## config.mk

```make
export PLATFORM = sky130hd
export DESIGN_NAME = pattern_detect_ctrl
export DESIGN_NICKNAME = d
export VERILOG_FILES = /design/src/rtl/pattern_detect_ctrl.sv
export SDC_FILE = /design/constraint.sdc
export NUM_CORES = 1
export LEC_CHECK = 0
export CAP_MARGIN = 10
export CORE_ASPECT_RATIO = 0.6
export CORE_MARGIN = 2
export CORE_UTILIZATION = 34
export DETAILED_ROUTE_END_ITERATION = 8
export GPL_ROUTABILITY_DRIVEN = 0
export SETUP_SLACK_MARGIN = 0.4
export SYNTH_ARGS = -nofsm -noshare
export SYNTH_HDL_FRONTEND = slang
export SYNTH_SLANG_ARGS = --single-unit
```

## constraint.sdc

```tcl
create_clock -name CLK -period 1.55 [get_ports CLK]
set_input_delay 0.31 -clock CLK [delete_from_list [all_inputs] [get_ports CLK]]
set_output_delay 0.31 -clock CLK [all_outputs]
set_load 0.05 [all_outputs]
```

## src/rtl/pattern_detect_ctrl.sv

```systemverilog
// P-stage register and sequencing control for the DSP slice pattern detector:
// detect capture with past copies, overflow/underflow decode, auto-reset FSM and match counter.
module pattern_detect_ctrl #(
    parameter int unsigned AUTORESET_MODE  = 0,
    parameter int unsigned SEL_PATTERN_CFG = 1,
    parameter int unsigned SEL_MASK_CFG    = 1,
    parameter int unsigned CNT_W           = 16
) (
    input  logic             CLK,
    input  logic             RST_N,
    input  logic             CEP,
    input  logic             RSTP,
    input  logic             PD_IN,
    input  logic             PDB_IN,
    input  logic             CNT_CLR,
    output logic             SEL_PATTERN,
    output logic             SEL_MASK,
    output logic             PATTERNDETECT,
    output logic             PATTERNBDETECT,
    output logic             PATTERNDETECTPAST,
    output logic             PATTERNBDETECTPAST,
    output logic             OVERFLOW,
    output logic             UNDERFLOW,
    output logic             AUTORESET_P,
    output logic [CNT_W-1:0] MATCH_COUNT
);

    typedef enum logic [1:0] {
        MONITOR = 2'd0,
        ARMED   = 2'd1,
        AUTORST = 2'd2
    } state_t;

    // Modes 3 and above fall back to no auto-reset.
    localparam bit MODE_MATCH = (AUTORESET_MODE == 1);
    localparam bit MODE_FALL  = (AUTORESET_MODE == 2);

    localparam logic [CNT_W-1:0] CNT_MAX = '1;

    state_t           state;
    logic             autorst_q;
    logic             pd_q, pdb_q, pd_past_q, pdb_past_q;
    logic [CNT_W-1:0] cnt_q;

    // Pulse bit is registered alongside the state so AUTORESET_P has no decode glitches.
    always_ff @(posedge CLK or negedge RST_N) begin
        if (!RST_N) begin
            state     <= MONITOR;
            autorst_q <= 1'b0;
        end else begin
            autorst_q <= 1'b0;
            if (RSTP) begin
                state <= MONITOR;
            end else begin
                case (state)
                    MONITOR: begin
                        if (CEP && PD_IN && MODE_MATCH) begin
                            state     <= AUTORST;
                            autorst_q <= 1'b1;
                        end else if (CEP && PD_IN && MODE_FALL) begin
                            state <= ARMED;
                        end
                    end
                    ARMED: begin
                        if (CEP && !PD_IN) begin
                            state     <= AUTORST;
                            autorst_q <= 1'b1;
                        end
                    end
                    AUTORST: state <= MONITOR;
                    default: state <= MONITOR;
                endcase
            end
        end
    end

    // Leaving AUTORST mirrors the P-register clear so no stale past bits remain.
    always_ff @(posedge CLK or negedge RST_N) begin
        if (!RST_N) begin
            pd_q       <= 1'b0;
            pdb_q      <= 1'b0;
            pd_past_q  <= 1'b0;
            pdb_past_q <= 1'b0;
        end else if (RSTP || state == AUTORST) begin
            pd_q       <= 1'b0;
            pdb_q      <= 1'b0;
            pd_past_q  <= 1'b0;
            pdb_past_q <= 1'b0;
        end else if (CEP) begin
            pd_q       <= PD_IN;
            pdb_q      <= PDB_IN;
            pd_past_q  <= pd_q;
            pdb_past_q <= pdb_q;
        end
    end

    always_ff @(posedge CLK or negedge RST_N) begin
        if (!RST_N) begin
            cnt_q <= '0;
        end else if (CNT_CLR) begin
            cnt_q <= '0;
        end else if (CEP && PD_IN && cnt_q != CNT_MAX) begin
            cnt_q <= cnt_q + 1'b1;
        end
    end

    assign SEL_PATTERN        = (SEL_PATTERN_CFG != 0);
    assign SEL_MASK           = (SEL_MASK_CFG != 0);
    assign PATTERNDETECT      = pd_q;
    assign PATTERNBDETECT     = pdb_q;
    assign PATTERNDETECTPAST  = pd_past_q;
    assign PATTERNBDETECTPAST = pdb_past_q;
    assign OVERFLOW           = pd_past_q  & ~pd_q & ~pdb_q;
    assign UNDERFLOW          = pdb_past_q & ~pd_q & ~pdb_q;
    assign AUTORESET_P        = autorst_q;
    assign MATCH_COUNT        = cnt_q;

endmodule

```

Word-level counts from Yosys, hierarchy flattened
Index checks and enable logic that the tools add are counted.
W data, S select, Z words.
{"block": "classes", "muxes": 16, "eq_ne": 5, "addsub": 1, "reduce_logical": 9, "bitwise": 6}
{"operator": "$mux W16", "count": 2}
{"operator": "$add A16 B1 Y16 const B", "count": 1}
{"operator": "$ne A16 B16 Y1 const B", "count": 1}
{"operator": "$mux W1", "count": 11}
{"operator": "$and A1 B1 Y1", "count": 4}
{"operator": "$mux W2", "count": 2}
{"operator": "$pmux W2 S2", "count": 1}
{"operator": "$reduce_bool A2 Y1", "count": 2}
{"operator": "$logic_and A1 B1 Y1", "count": 3}
{"operator": "$ne A3 B3 Y1 const B", "count": 1}
{"operator": "$eq A2 B1 Y1 const B", "count": 1}
{"operator": "$eq A2 B2 Y1 const B", "count": 1}
{"operator": "$logic_not A2 Y1", "count": 1}
{"operator": "$ne A2 B2 Y1 const B", "count": 1}
{"operator": "$not A1 Y1", "count": 2}
{"operator": "$reduce_and A2 Y1", "count": 1}
{"operator": "$logic_not A1 Y1", "count": 1}
{"operator": "$logic_or A1 B1 Y1", "count": 1}
{"block": "totals", "inputBits": 7, "reg_bits": 23}

Logic depth before layout (Yosys ltp)
{"block": "logic_depth", "ltp_word": 5, "ltp_mapped": 7, "mapped_depth_nobuf": 6}

Least setup slack after synthesis
No wires, ideal clock.
{"block": "synth_timing", "path_kind": "register to output", "start": "reg pd_past_q, in the netlist PATTERNDETECTPAST", "end": "out OVERFLOW", "slack_ns": -0.603, "n_path_buf": 0, "t_arrival_ns": 1.843, "path_stages_with_launch": 2, "required_ns": 1.240, "cell_sequence": "dfrtp_1 -> nor3b_1"}
{"block": "synth_via", "elab_chain_cells": 2}
{"item": "from (decl)", "line_no": "42", "rtl": "logic pd_q, pdb_q, pd_past_q, pdb_past_q;"}
{"item": "from (signal assigned)", "line_no": "92", "rtl": "pd_past_q <= pd_q;"}
{"item": "$and A1 B1 Y1 (2 in a row)", "line_no": "113", "rtl": "assign OVERFLOW = pd_past_q & ~pd_q & ~pdb_q;"}
{"item": "to (decl)", "line_no": "22", "rtl": "output logic OVERFLOW,"}
No other way between the ends.

Worst setup path in the final report
{"block": "layout_timing", "start": "reg cnt_q[10], in the netlist MATCH_COUNT[10]", "end": "reg cnt_q[2], in the netlist MATCH_COUNT[2]"}
{"block": "layout_via", "elab_chain_cells": 3}
{"item": "from (decl)", "line_no": "43", "rtl": "logic [CNT_W-1:0] cnt_q;"}
{"item": "from (signal assigned)", "line_no": "103", "rtl": "cnt_q <= cnt_q + 1'b1;"}
{"item": "$ne A16 B16 Y1", "line_no": "102", "rtl": "end else if (CEP && PD_IN && cnt_q != CNT_MAX) begin"}
{"item": "$logic_and A1 B1 Y1", "line_no": "102"}
{"item": "$reduce_bool A2 Y1 (no line)"}
No other way between the ends.
A chain may end at the register's enable or synchronous reset.

==> results.md <==
* TritonCTS Buffers at 3
* Pre-CTS setup slack at -0.4465 ns
* Reg clk slew, reported paths at 0.07 ns
* Static Leak at 1.024 nW
* Initial drt markers at 79
* CTS tree: built
* Final min period at 1.708 ns
* Endpoints failing setup at 15
* Crit path required time at 1.70 ns
* Placed cells at 211
* Critical path fanouts, max at 5
* Synthesized flop and latch total at 20
* Post-DR wirelength/cell at 19.32 um
* Met1 Use GR at 29.26%
* Drt total wl at 4.675 mm
* PD cells at 455.2 mW/mm^2
* Global route hottest layer: met2
* Footprint of the multi-input gates at 745.7 um^2
* Flop2flop setup slack at -0.16 ns
* I/O Pins at 32
* Max Freq at 585.4 MHz
* Final HPWL DP at 2.473 mm
* Area growth from synthesis to layout at 121.0%
* Die Area at 0.003744 mm^2
* Critical-path cell list: nand4_1, nor4_4, buf_4, buf_8, nor3b_2, xnor2_1, nor2_1
* Crit path max-delay cell type: dfrtp_2
* Outcome: finished with violations
* Met3 usage at 5.000%
* Die Ht at 48.21 um
* Register area at 524.3 um^2
* Via count of the first global-routing pass at 1,112
* Final hold viol count at 0
* Nets@finish at 209
* First drt pass iteration count at 4
* Clk_lat worst skew at 0.27 ns
* RSZ-0062 raised after global routing: yes
* Overall routing resource usage at 21.76%
* Mean post-synth cell area at 9.887 um^2
* Post-Layout Cell Count at 242
* Crit Path Category: reg -> reg
* Clk root buf: clkbuf_8
* Antenna violations before repair at 0
* WP buf/inv at 2
* Unique masters post-synth at 35
* Row count at 15
* Antenna-violating nets left at 0
* Setup_tns at -1.592 ns
* Die Wd at 77.68 um
* CTS H-tree lvls at 1
* Critical Path End Type: register
* Violated checks: negative setup slack
* Core Region at 0.002984 mm^2
* Total of max-cap violations at 0
* Remaining DRCs at 0
* TritonCTS sink count at 20
* Share of layout cells above drive strength 1 at 67.00%
* First-pass GRT wire length at 5.844 mm
* Largest net degree at the start of global routing at 21
* Critical path's largest stage delay at 0.43 ns
* Post-Synthesis Cells at 112
* Clock buffer depth at 2
* Sequential fraction of the synthesis area at 45.20%
* Period Utilization, post-route at 110.2%
* Most common cell after layout, fill and taps aside: buf_4
* YS warnings at 0
* Fillers at 153
* Via Count at 1,269
* Pwr Total at 1.114 mW
* Starting density of the core at 37.11%
* Met2 Use GR at 35.17%
* Grt total ovfl at 0
* Worst min path class: in -> async
* Diode count at 0
* Synthesized area at 0.001107 mm^2
* Most frequent cells in the layout: 34 x buf_4, 27 x buf_6, 22 x buf_12
* Final Slew Violations at 0
* VDD IR-drop max at 0.4876 mV
* CP delay by family, top: simple AND/OR/NAND/NOR gates
* Final worst setup slack at -0.1582 ns
* Critical Path Source Type: register
* Worst EP arrival at 1.86 ns
* Routed vias/inst at 5.244
* Final Skew at 0.002091 ns
* Util after Layout at 82.01%
* Number of port buffers at 28
state kept, by name, summed over array words and instances, names as in the netlist:
signal,cells
PATTERNBDETECT,1
PATTERNBDETECTPAST,1
PATTERNDETECT,1
MATCH_COUNT,16
PATTERNDETECTPAST,1
kinds of logic after synthesis:
| logic type | synth area share (%) |
|---|---|
| other | 0.6782 |
| flip-flops | 45.20 |
| AND/OR/NAND/NOR | 30.06 |
| multiplexers | 3.729 |
| XOR/XNOR | 10.28 |
| adder cells (fa/ha/maj) | 1.130 |
| AO/OA/AOI/OAI | 4.068 |
| buffers and inverters | 4.858 |
cell type report:
type                            count  area share, %
Tap cell                           42          2.147
Sequential cell                    20          21.42
Multi-Input combinational cell     84          30.47
Inverter                            2         0.3067
Timing Repair Buffer               90          43.81
Clock buffer                        4          1.840
cell usage after synthesis, drive strengths merged:
| master | n | area share, % |
|---|---|---|
| xor2 | 1 | 0.79 |
| mux2 | 1 | 1.0 |
| nor3b | 4 | 2.7 |
| nand2b | 2 | 1.1 |
| nand2 | 5 | 1.7 |
| nor4 | 2 | 1.7 |
| mux2i | 3 | 2.7 |
| or3 | 2 | 1.6 |
| o31ai | 1 | 0.68 |
| nand4 | 5 | 4.7 |
| a21oi | 4 | 1.8 |
| nand4b | 1 | 0.79 |
| buf | 6 | 3.8 |
| a211oi | 1 | 1.1 |
| inv | 2 | 0.68 |
| nor2 | 20 | 6.8 |
| nand3 | 5 | 2.3 |
| dfrtp | 20 | 45 |
| nor2b | 1 | 0.57 |
| clkbuf | 1 | 0.34 |
| o21ai | 1 | 0.45 |
| nor3 | 6 | 4.1 |
| nand3b | 1 | 0.68 |
| conb | 2 | 0.68 |
| xnor2 | 12 | 9.5 |
| ha | 1 | 1.1 |
| or4 | 2 | 1.4 |
routing by layer:
layer / share of wire (%) / vias up
li1: - / 556
met1: 42 / 619
met2: 47 / 65
met3: 6.8 / 29
met4: 4.4 / 0
met5: 0 / -
timing repair:
item | 4_1_cts | 5_1_grt
setup endpoints to repair | 39 | 38
hold buffers | 0 | 0
resized for setup | 31 | 28
pin swaps | 5 | 16
gates cloned | 1 | 0
buffers inserted | 13 | 13
where the power goes:
part | leakage, nW | internal, mW | switching, mW | total, mW
Combinational | 0.755 | 0.0976 | 0.113 | 0.210
Clock | 0.0228 | 0.184 | 0.175 | 0.359
Sequential | 0.246 | 0.530 | 0.0149 | 0.545
Total | 1.02 | 0.812 | 0.302 | 1.11
path summary, 6_finish.rpt:
path                                                start                              to  cells past startpoint
setup / recovery              MATCH_COUNT[10]$_DFFE_PN0P_      MATCH_COUNT[2]$_DFFE_PN0P_                      7
hold / removal                                      RST_N      PATTERNBDETECT$_DFFE_PN0P_                      2
setup reg to reg              MATCH_COUNT[10]$_DFFE_PN0P_      MATCH_COUNT[2]$_DFFE_PN0P_                      7
hold reg to reg            PATTERNBDETECTPAST$_DFFE_PN0P_  PATTERNBDETECTPAST$_DFFE_PN0P_                      2
max in group asynchronous                           RST_N     MATCH_COUNT[11]$_DFFE_PN0P_                      2
min in group CLK           PATTERNBDETECTPAST$_DFFE_PN0P_  PATTERNBDETECTPAST$_DFFE_PN0P_                      2
through the flow:
stage	hold WS (ns)	area, um^2
finish	0.3937	2447
global route	0.4094	2447
CTS	0.3940	2208
detailed placement	0.5726	1951
global placement	0.5732	1951
floorplan	0.01441	1184
Note: power is estimated with default switching activity, not from simulation.
